--- config.mk ---
export PLATFORM = sky130hd
export DESIGN_NAME = am_detect
export DESIGN_NICKNAME = d
export VERILOG_FILES = /design/src/rtl/am_pkg.sv /design/src/rtl/seg7_hex_dec.sv /design/src/rtl/am_detect.sv
export SDC_FILE = /design/constraint.sdc
export NUM_CORES = 1
export LEC_CHECK = 0
export ABC_AREA = 0
export ABC_CLOCK_PERIOD_IN_PS = 3500
export CORE_MARGIN = 1.5
export CORE_UTILIZATION = 56
export CTS_BUF_LIST = sky130_fd_sc_hd__clkbuf_2
export CTS_CLUSTER_SIZE = 25
export DETAILED_ROUTE_END_ITERATION = 16
export GPL_TIMING_DRIVEN = 0
export PLACE_DENSITY_LB_ADDON = 0.25
export RECOVER_POWER = 50
export SYNTH_ARGS = -nofsm -noshare
export SYNTH_HDL_FRONTEND = slang
export SYNTH_SLANG_ARGS = --single-unit
--- constraint.sdc ---
create_clock -name clk -period 3.5 [get_ports clk]
set_input_delay 0.7 -clock clk [delete_from_list [all_inputs] [get_ports clk]]
set_output_delay 0.7 -clock clk [all_outputs]
set_load 0.05 [all_outputs]
--- src/rtl/am_pkg.sv ---
`default_nettype none
// ============================================================================
//  Module      : am_pkg
//  Description : Shared types and constants for the amplitude-detect path:
//                FSM state enum, active-low 7-segment patterns, divisor range
//                and the quotient clamp helper.
//  Revision    : 1.0 - initial release
// ============================================================================
package am_pkg;

  // Measurement FSM states
  typedef enum logic [1:0] {
    ST_ACCUM  = 2'd0,
    ST_DIVIDE = 2'd1,
    ST_DONE   = 2'd2
  } am_state_t;

  // Range of the attenuation divisor k
  localparam logic [3:0] AM_CODE_MIN = 4'd1;
  localparam logic [3:0] AM_CODE_MAX = 4'd15;

  // Active-low segment patterns, bit order {g,f,e,d,c,b,a}
  localparam logic [6:0] SEG_0 = 7'b1000000;
  localparam logic [6:0] SEG_1 = 7'b1111001;
  localparam logic [6:0] SEG_2 = 7'b0100100;
  localparam logic [6:0] SEG_3 = 7'b0110000;
  localparam logic [6:0] SEG_4 = 7'b0011001;
  localparam logic [6:0] SEG_5 = 7'b0010010;
  localparam logic [6:0] SEG_6 = 7'b0000010;
  localparam logic [6:0] SEG_7 = 7'b1111000;
  localparam logic [6:0] SEG_8 = 7'b0000000;
  localparam logic [6:0] SEG_9 = 7'b0010000;
  localparam logic [6:0] SEG_A = 7'b0001000;
  localparam logic [6:0] SEG_B = 7'b0000011;
  localparam logic [6:0] SEG_C = 7'b1000110;
  localparam logic [6:0] SEG_D = 7'b0100001;
  localparam logic [6:0] SEG_E = 7'b0000110;
  localparam logic [6:0] SEG_F = 7'b0001110;

  // Limit a raw 10-bit quotient to the legal divisor range
  function automatic logic [3:0] am_clamp(input logic [9:0] quot);
    logic [3:0] code;
    if (quot == 10'd0)
      code = AM_CODE_MIN;
    else if (quot > 10'(AM_CODE_MAX))
      code = AM_CODE_MAX;
    else
      code = quot[3:0];
    return code;
  endfunction

endpackage
`default_nettype wire

--- src/rtl/seg7_hex_dec.sv ---
`default_nettype none
// ============================================================================
//  Module      : seg7_hex_dec
//  Description : 4-bit hex digit to active-low 7-segment pattern {g..a}.
//                Purely combinational; the parent registers the result.
//  Revision    : 1.0 - initial release
// ============================================================================
module seg7_hex_dec
  import am_pkg::*;
(
  input  logic [3:0] hex,
  output logic [6:0] seg
);

  // Digit lookup
  always_comb begin
    seg = SEG_0;
    case (hex)
      4'h0: seg = SEG_0;
      4'h1: seg = SEG_1;
      4'h2: seg = SEG_2;
      4'h3: seg = SEG_3;
      4'h4: seg = SEG_4;
      4'h5: seg = SEG_5;
      4'h6: seg = SEG_6;
      4'h7: seg = SEG_7;
      4'h8: seg = SEG_8;
      4'h9: seg = SEG_9;
      4'hA: seg = SEG_A;
      4'hB: seg = SEG_B;
      4'hC: seg = SEG_C;
      4'hD: seg = SEG_D;
      4'hE: seg = SEG_E;
      4'hF: seg = SEG_F;
      default: seg = SEG_0;
    endcase
  end

endmodule
`default_nettype wire

--- src/rtl/am_detect.sv ---
`default_nettype none
// ============================================================================
//  Module      : am_detect
//  Description : Measures peak-to-peak amplitude of a sample stream over a
//                fixed window and recovers the attenuation divisor
//                k = round(REF_PP / pp) with a 10-cycle restoring divider.
//                k is reported as a code and on an active-low 7-seg digit.
//  Revision    : 1.0 - initial release
// ============================================================================
module am_detect
  import am_pkg::*;
#(
  parameter int WIN_LEN = 1024,
  parameter int REF_PP  = 255,
  parameter int DW      = 8
) (
  input  logic          clk,
  input  logic          rst_n,
  input  logic          sample_valid,
  input  logic [DW-1:0] sample,
  output logic          busy,
  output logic [DW-1:0] pp_out,
  output logic [3:0]    am_code,
  output logic          code_valid,
  output logic [6:0]    seg_am
);

  localparam int            CW           = $clog2(WIN_LEN + 1);
  localparam logic [CW-1:0] C_LAST_CNT   = CW'(WIN_LEN - 1);
  // Rounded division: (2*REF + pp) / (2*pp) == round(REF / pp)
  localparam logic [9:0]    C_NUM_BASE   = 10'(2 * REF_PP);
  localparam logic [3:0]    C_LAST_STEP  = 4'd9;

  am_state_t     r_state;
  am_state_t     w_state_next;

  logic [CW-1:0] r_cnt;
  logic [DW-1:0] r_max;
  logic [DW-1:0] r_min;
  logic [DW-1:0] r_pp;
  logic [3:0]    r_step;
  logic [8:0]    r_rem;
  logic [9:0]    r_quot;

  logic          w_accept;
  logic          w_win_done;
  logic [DW-1:0] w_max_new;
  logic [DW-1:0] w_min_new;
  logic [9:0]    w_num;
  logic [9:0]    w_den;
  logic [9:0]    w_rem_sh;
  logic          w_ge;
  logic [8:0]    w_rem_next;
  logic          w_div_last;
  logic [3:0]    w_code;
  logic [6:0]    w_seg;

  assign w_accept   = (r_state == ST_ACCUM) && sample_valid;
  assign w_win_done = w_accept && (r_cnt == C_LAST_CNT);

  // The first sample of a window seeds both extremes
  assign w_max_new = ((r_cnt == '0) || (sample > r_max)) ? sample : r_max;
  assign w_min_new = ((r_cnt == '0) || (sample < r_min)) ? sample : r_min;

  // Divider datapath: one numerator bit shifted in per cycle, MSB first.
  // The remainder is always below the denominator (<= 510), so 9 bits hold it.
  assign w_num      = C_NUM_BASE + 10'(r_pp);
  assign w_den      = {1'b0, r_pp[7:0], 1'b0};
  assign w_rem_sh   = {r_rem, w_num[C_LAST_STEP - r_step]};
  assign w_ge       = (w_rem_sh >= w_den);
  assign w_rem_next = w_ge ? 9'(w_rem_sh - w_den) : w_rem_sh[8:0];
  // pp==0 has no meaningful quotient and finishes in one cycle
  assign w_div_last = (r_pp == '0) || (r_step == C_LAST_STEP);

  assign w_code = am_clamp(r_quot);

  seg7_hex_dec u_seg_dec (
    .hex (w_code),
    .seg (w_seg)
  );

  // State register
  always_ff @(posedge clk or negedge rst_n) begin
    if (!rst_n)
      r_state <= ST_ACCUM;
    else
      r_state <= w_state_next;
  end

  // Next-state and busy decode
  always_comb begin
    w_state_next = r_state;
    busy         = 1'b0;
    case (r_state)
      ST_ACCUM: begin
        if (w_win_done)
          w_state_next = ST_DIVIDE;
      end
      ST_DIVIDE: begin
        busy = 1'b1;
        if (w_div_last)
          w_state_next = ST_DONE;
      end
      ST_DONE: begin
        busy         = 1'b1;
        w_state_next = ST_ACCUM;
      end
      default: w_state_next = ST_ACCUM;
    endcase
  end

  // Window accumulation, divider iteration and output latching
  always_ff @(posedge clk or negedge rst_n) begin
    if (!rst_n) begin
      r_cnt      <= '0;
      r_max      <= '0;
      r_min      <= '0;
      r_pp       <= '0;
      r_step     <= '0;
      r_rem      <= '0;
      r_quot     <= '0;
      pp_out     <= '0;
      am_code    <= AM_CODE_MIN;
      code_valid <= 1'b0;
      seg_am     <= SEG_1;
    end else begin
      code_valid <= 1'b0;
      case (r_state)
        ST_ACCUM: begin
          if (w_accept) begin
            r_max <= w_max_new;
            r_min <= w_min_new;
            if (w_win_done) begin
              // Closing sample is included; window restarts empty
              r_cnt  <= '0;
              r_pp   <= w_max_new - w_min_new;
              r_step <= '0;
              r_rem  <= '0;
              r_quot <= '0;
            end else begin
              r_cnt <= r_cnt + CW'(1);
            end
          end
        end
        ST_DIVIDE: begin
          if (r_pp == '0) begin
            r_quot <= 10'(AM_CODE_MAX);
          end else begin
            r_step <= r_step + 4'd1;
            r_rem  <= w_rem_next;
            r_quot <= {r_quot[8:0], w_ge};
          end
        end
        ST_DONE: begin
          pp_out     <= r_pp;
          am_code    <= w_code;
          seg_am     <= w_seg;
          code_valid <= 1'b1;
        end
        default: ;
      endcase
    end
  end

endmodule
`default_nettype wire

==> impl_results.md <==
- Status: finished, violations left
- Failing checks: max-capacitance violations, max-slew violations
- Seq pwr share: roughly a third
- Routed wire length: roughly 11000 um
- Final nets: between 600 and 700
- Routed WL per cell: approximately 15 um
- XOR/XNOR share of the synthesized area: under 10%
- Htree depth: 3
- Die X: between 90 and 100 um
- Synth Flop Type: dfrtp_1
- Static Leak: ~2.7 nW
- Final core utilization: about 67%
- FF-to-FF setup slack: about 90 ps
- Std-Cell Rows: 34
- Syn Std Cell Area: between 5000 and 6000 um^2
- CTS tree: done
- Worst-Margin Slew: slightly below 2000 ps
- Post-DRT Antenna Nets: 0
- Slew headroom: -30.0%
- Fin crit share: a little over nine tenths
- Post-Synth Adder-Cell Area: a little under an eighth
- Total GRT Usage: a little under a quarter
- WP data arrival: ~4000 ps
- Post-Syn Nets: 602
- CTS root buffer: clkbuf_2
- P&R area growth vs syn: 14.6%
- Crit start category: input pin
- Final Hold Violating Endpoints: 0
- Synth async-reset ratio: 100%
- Sequential share of the synthesized area: between 30% and 40%
- Crit path from: sample[5]
- Setup CP Type: input pin to register
- Warnings, synthesis: 0
- Max IR drop VDD: roughly 0.47 mV
- Clock slew at reported path FFs: roughly 240 ps
- Crit path max fanout: 6
- Max Freq: a little under 300 MHz
- HP Class: register to register
- Post-Synthesis Cells: approximately 540
- Num CTS Buffers: 9
- Core area: 8810 um^2
- Combinational power share: about half
- First-pass GRT wire length: 18200 um
- Post-synthesis compound-gate area fraction: around 15%
- Total of max-cap violations: 1
- Ant diodes: 0
- DIE AREA: around 10000 um^2
- Hold buffers post-CTS: 0
- Main combinational cell family by area after synthesis: simple AND/OR/NAND/NOR gates
- Final Setup Violations: 0
- Buffers on Ports: 31
- Largest net degree at the start of global routing: 45
- DRT iter0 DRCs: approximately 150
- Total number of vias: about 4100
- Min Hold Slack: 494 ps
- RePlAce Congestion: approximately 0.88
- Worst skew pair latency: between 500 and 600 ps
- Worst Hold Launch: seg_am[4]
- Max Root-Sink Buffers: 2
- Post-Synth Simple-Gate Area: approximately 16%
- Initial Utilization: 58.1%
- Initial antenna violation count: 0
- Gr ovfl total: 0
- DR pass1 iterations: 6
- Pint: 2.09 mW
- Final Slew Violations: 38
- Post-synth cell types: 60
- Final Skew: about 35 ps
- Sw frac: roughly 38%
- Die H: between 90 and 100 um
- Multiplexer area fraction after synthesis: about 8.6%
- Worst Path Required: a little under 4000 ps
- DPL Wire Length: about 7700 um
- Post-synth EDFFs: 0
- Yosys reg bits: 80
- Psw: 1.27 mW
- Vias/cell: around 5.7
- Final period demand of the worst path: between 3000 and 4000 ps
- Mapped Avg Cell Area: ~9.4 um^2
- CP endpoint kind: register
- Share of layout cells above drive strength 1: 18.1%
- Sum Neg Setup Slack: 0 ps
- Vias in the first global route: ~4000
- Power share of the clock group: roughly 15%
- Remaining DRCs: 0
- Power Density: between 500 and 600 nW/um^2
- Clock sink count: 80
- RSZ-0062 raised after global routing: true
- Critical R2R Launch: r_min[6]
- Top-Level Pins: 32
## Yosys cell counts, types with 9 or more instances
cell type	n	share of area, %
mux2_2	31	6.8
ha_1	45	11
nand2_1	57	4.2
nand4_1	9	1.1
nor2_1	38	2.8
inv_1	45	3.3
mux2i_1	9	1.8
clkbuf_1	11	0.81
xor2_1	9	1.5
xnor2_1	14	2.4
nand3_1	14	1.4
nor3_1	10	0.98
dfrtp_1	74	36
a21oi_1	37	3.6
o21ai_0	34	3.3
## cell type report
class / count / area [um^2]
Multi-Input combinational cell: 398 / 2960
Fill cell: 679 / 2940
Sequential cell: 80 / 2010
Timing Repair Buffer: 41 / 355
Inverter: 46 / 173
Tap cell: 108 / 135
Buffer: 20 / 128
Clock buffer: 12 / 60.1
Clock inverter: 4 / 46.3
## flip-flops by register name (all words and copies together) (netlist names)
signal and cells:
am_code 4, r_min 8, r_cnt 11, r_quot 10, seg_am 7, r_rem 9, r_state 2, code_valid 1
r_max 8, r_pp 8, r_step 4, pp_out 8
## power groups by stage
stage / clock, mW / combinational (mW) / sequential [mW]
2_1_floorplan: 0 / 1.07 / 1.14
4_1_cts: 0.509 / 1.41 / 1.15
6_report: 0.491 / 1.72 / 1.15
5_1_grt: 0.538 / 1.92 / 1.16
3_3_place_gp: 0 / 1.28 / 1.16
3_5_place_dp: 0 / 1.32 / 1.16
## layer usage
layer / global-route usage (%) / part of all wire (%) / vias up
met3: 2.98 / 3.2 / 8
met4: 8.35 / 0.90 / 0
met5: 0 / 0 / -
li1: - / - / 2026
met1: 30.5 / 46 / 1970
met2: 39.0 / 50 / 67
## critical path, cell delays in order
cell           delay [ps]
dlygate4sd2_1         310
ha_1                  340
nand4_1               150
nor2_1                 70
a211o_1               270
or2_4                 290
nand2_4               110
mux2_4                320
ha_4                  180
fa_2                  360
inv_1                  70
a21oi_1                50
o21bai_1              190
a21o_1                160
a21oi_2                60
xor2_1                140
o21ai_1               120
## through the flow
stage	area, um^2	power, mW	instances	worst slack [ps]
final	5860	3.36	709	48.2
after CTS	5730	3.07	701	2.99
after detailed placement	5600	2.49	684	-941
after floorplan	5130	2.21	544	14.2
after global routing	5860	3.62	709	-116
after global placement	5580	2.44	683	-1020
## cells in the final DEF (no fill, tap or decap), types with 5 or more instances in the layout
master           instances
nor2_1                  38
ha_1                    39
nor3_1                  10
dfstp_2                  6
nand2_1                 56
buf_4                   13
o21ai_0                 30
clkdlybuf4s50_1         22
nand4_1                  9
mux2_2                  29
mux2i_1                  9
nand3_1                 14
clkbuf_1                10
buf_6                    5
xor2_1                   9
dfrtp_1                 74
and3_1                   5
inv_1                   42
a21o_1                   6
xnor2_1                 14
dlygate4sd2_1            5
a21oi_1                 34
ha_4                     6
a211oi_1                 6
clkbuf_2                16
## worst paths after layout
kind | endpoint | cells after the start
max | r_pp[6] | 17
min | seg_am[4] | 2
max reg2reg | r_pp[6] | 17
min reg2reg | seg_am[4] | 2
max in group asynchronous | r_min[3] | 2
min in group asynchronous | r_rem[5] | 1
## timing repair
action	CTS	global route
resized for setup	16	28
setup buffers	1	8
pin swaps	3	16
gates cloned	0	0
endpoints found under the setup margin	3	3
## kinds of logic after synthesis
logic type               Yosys count
AND/OR/NAND/NOR                  169
AO/OA/AOI/OAI                    119
multiplexers                      40
buffers and inverters             66
adder cells (fa/ha/maj)           47
flip-flops                        80
XOR/XNOR                          23
Note: power is estimated with default switching activity, not from simulation.
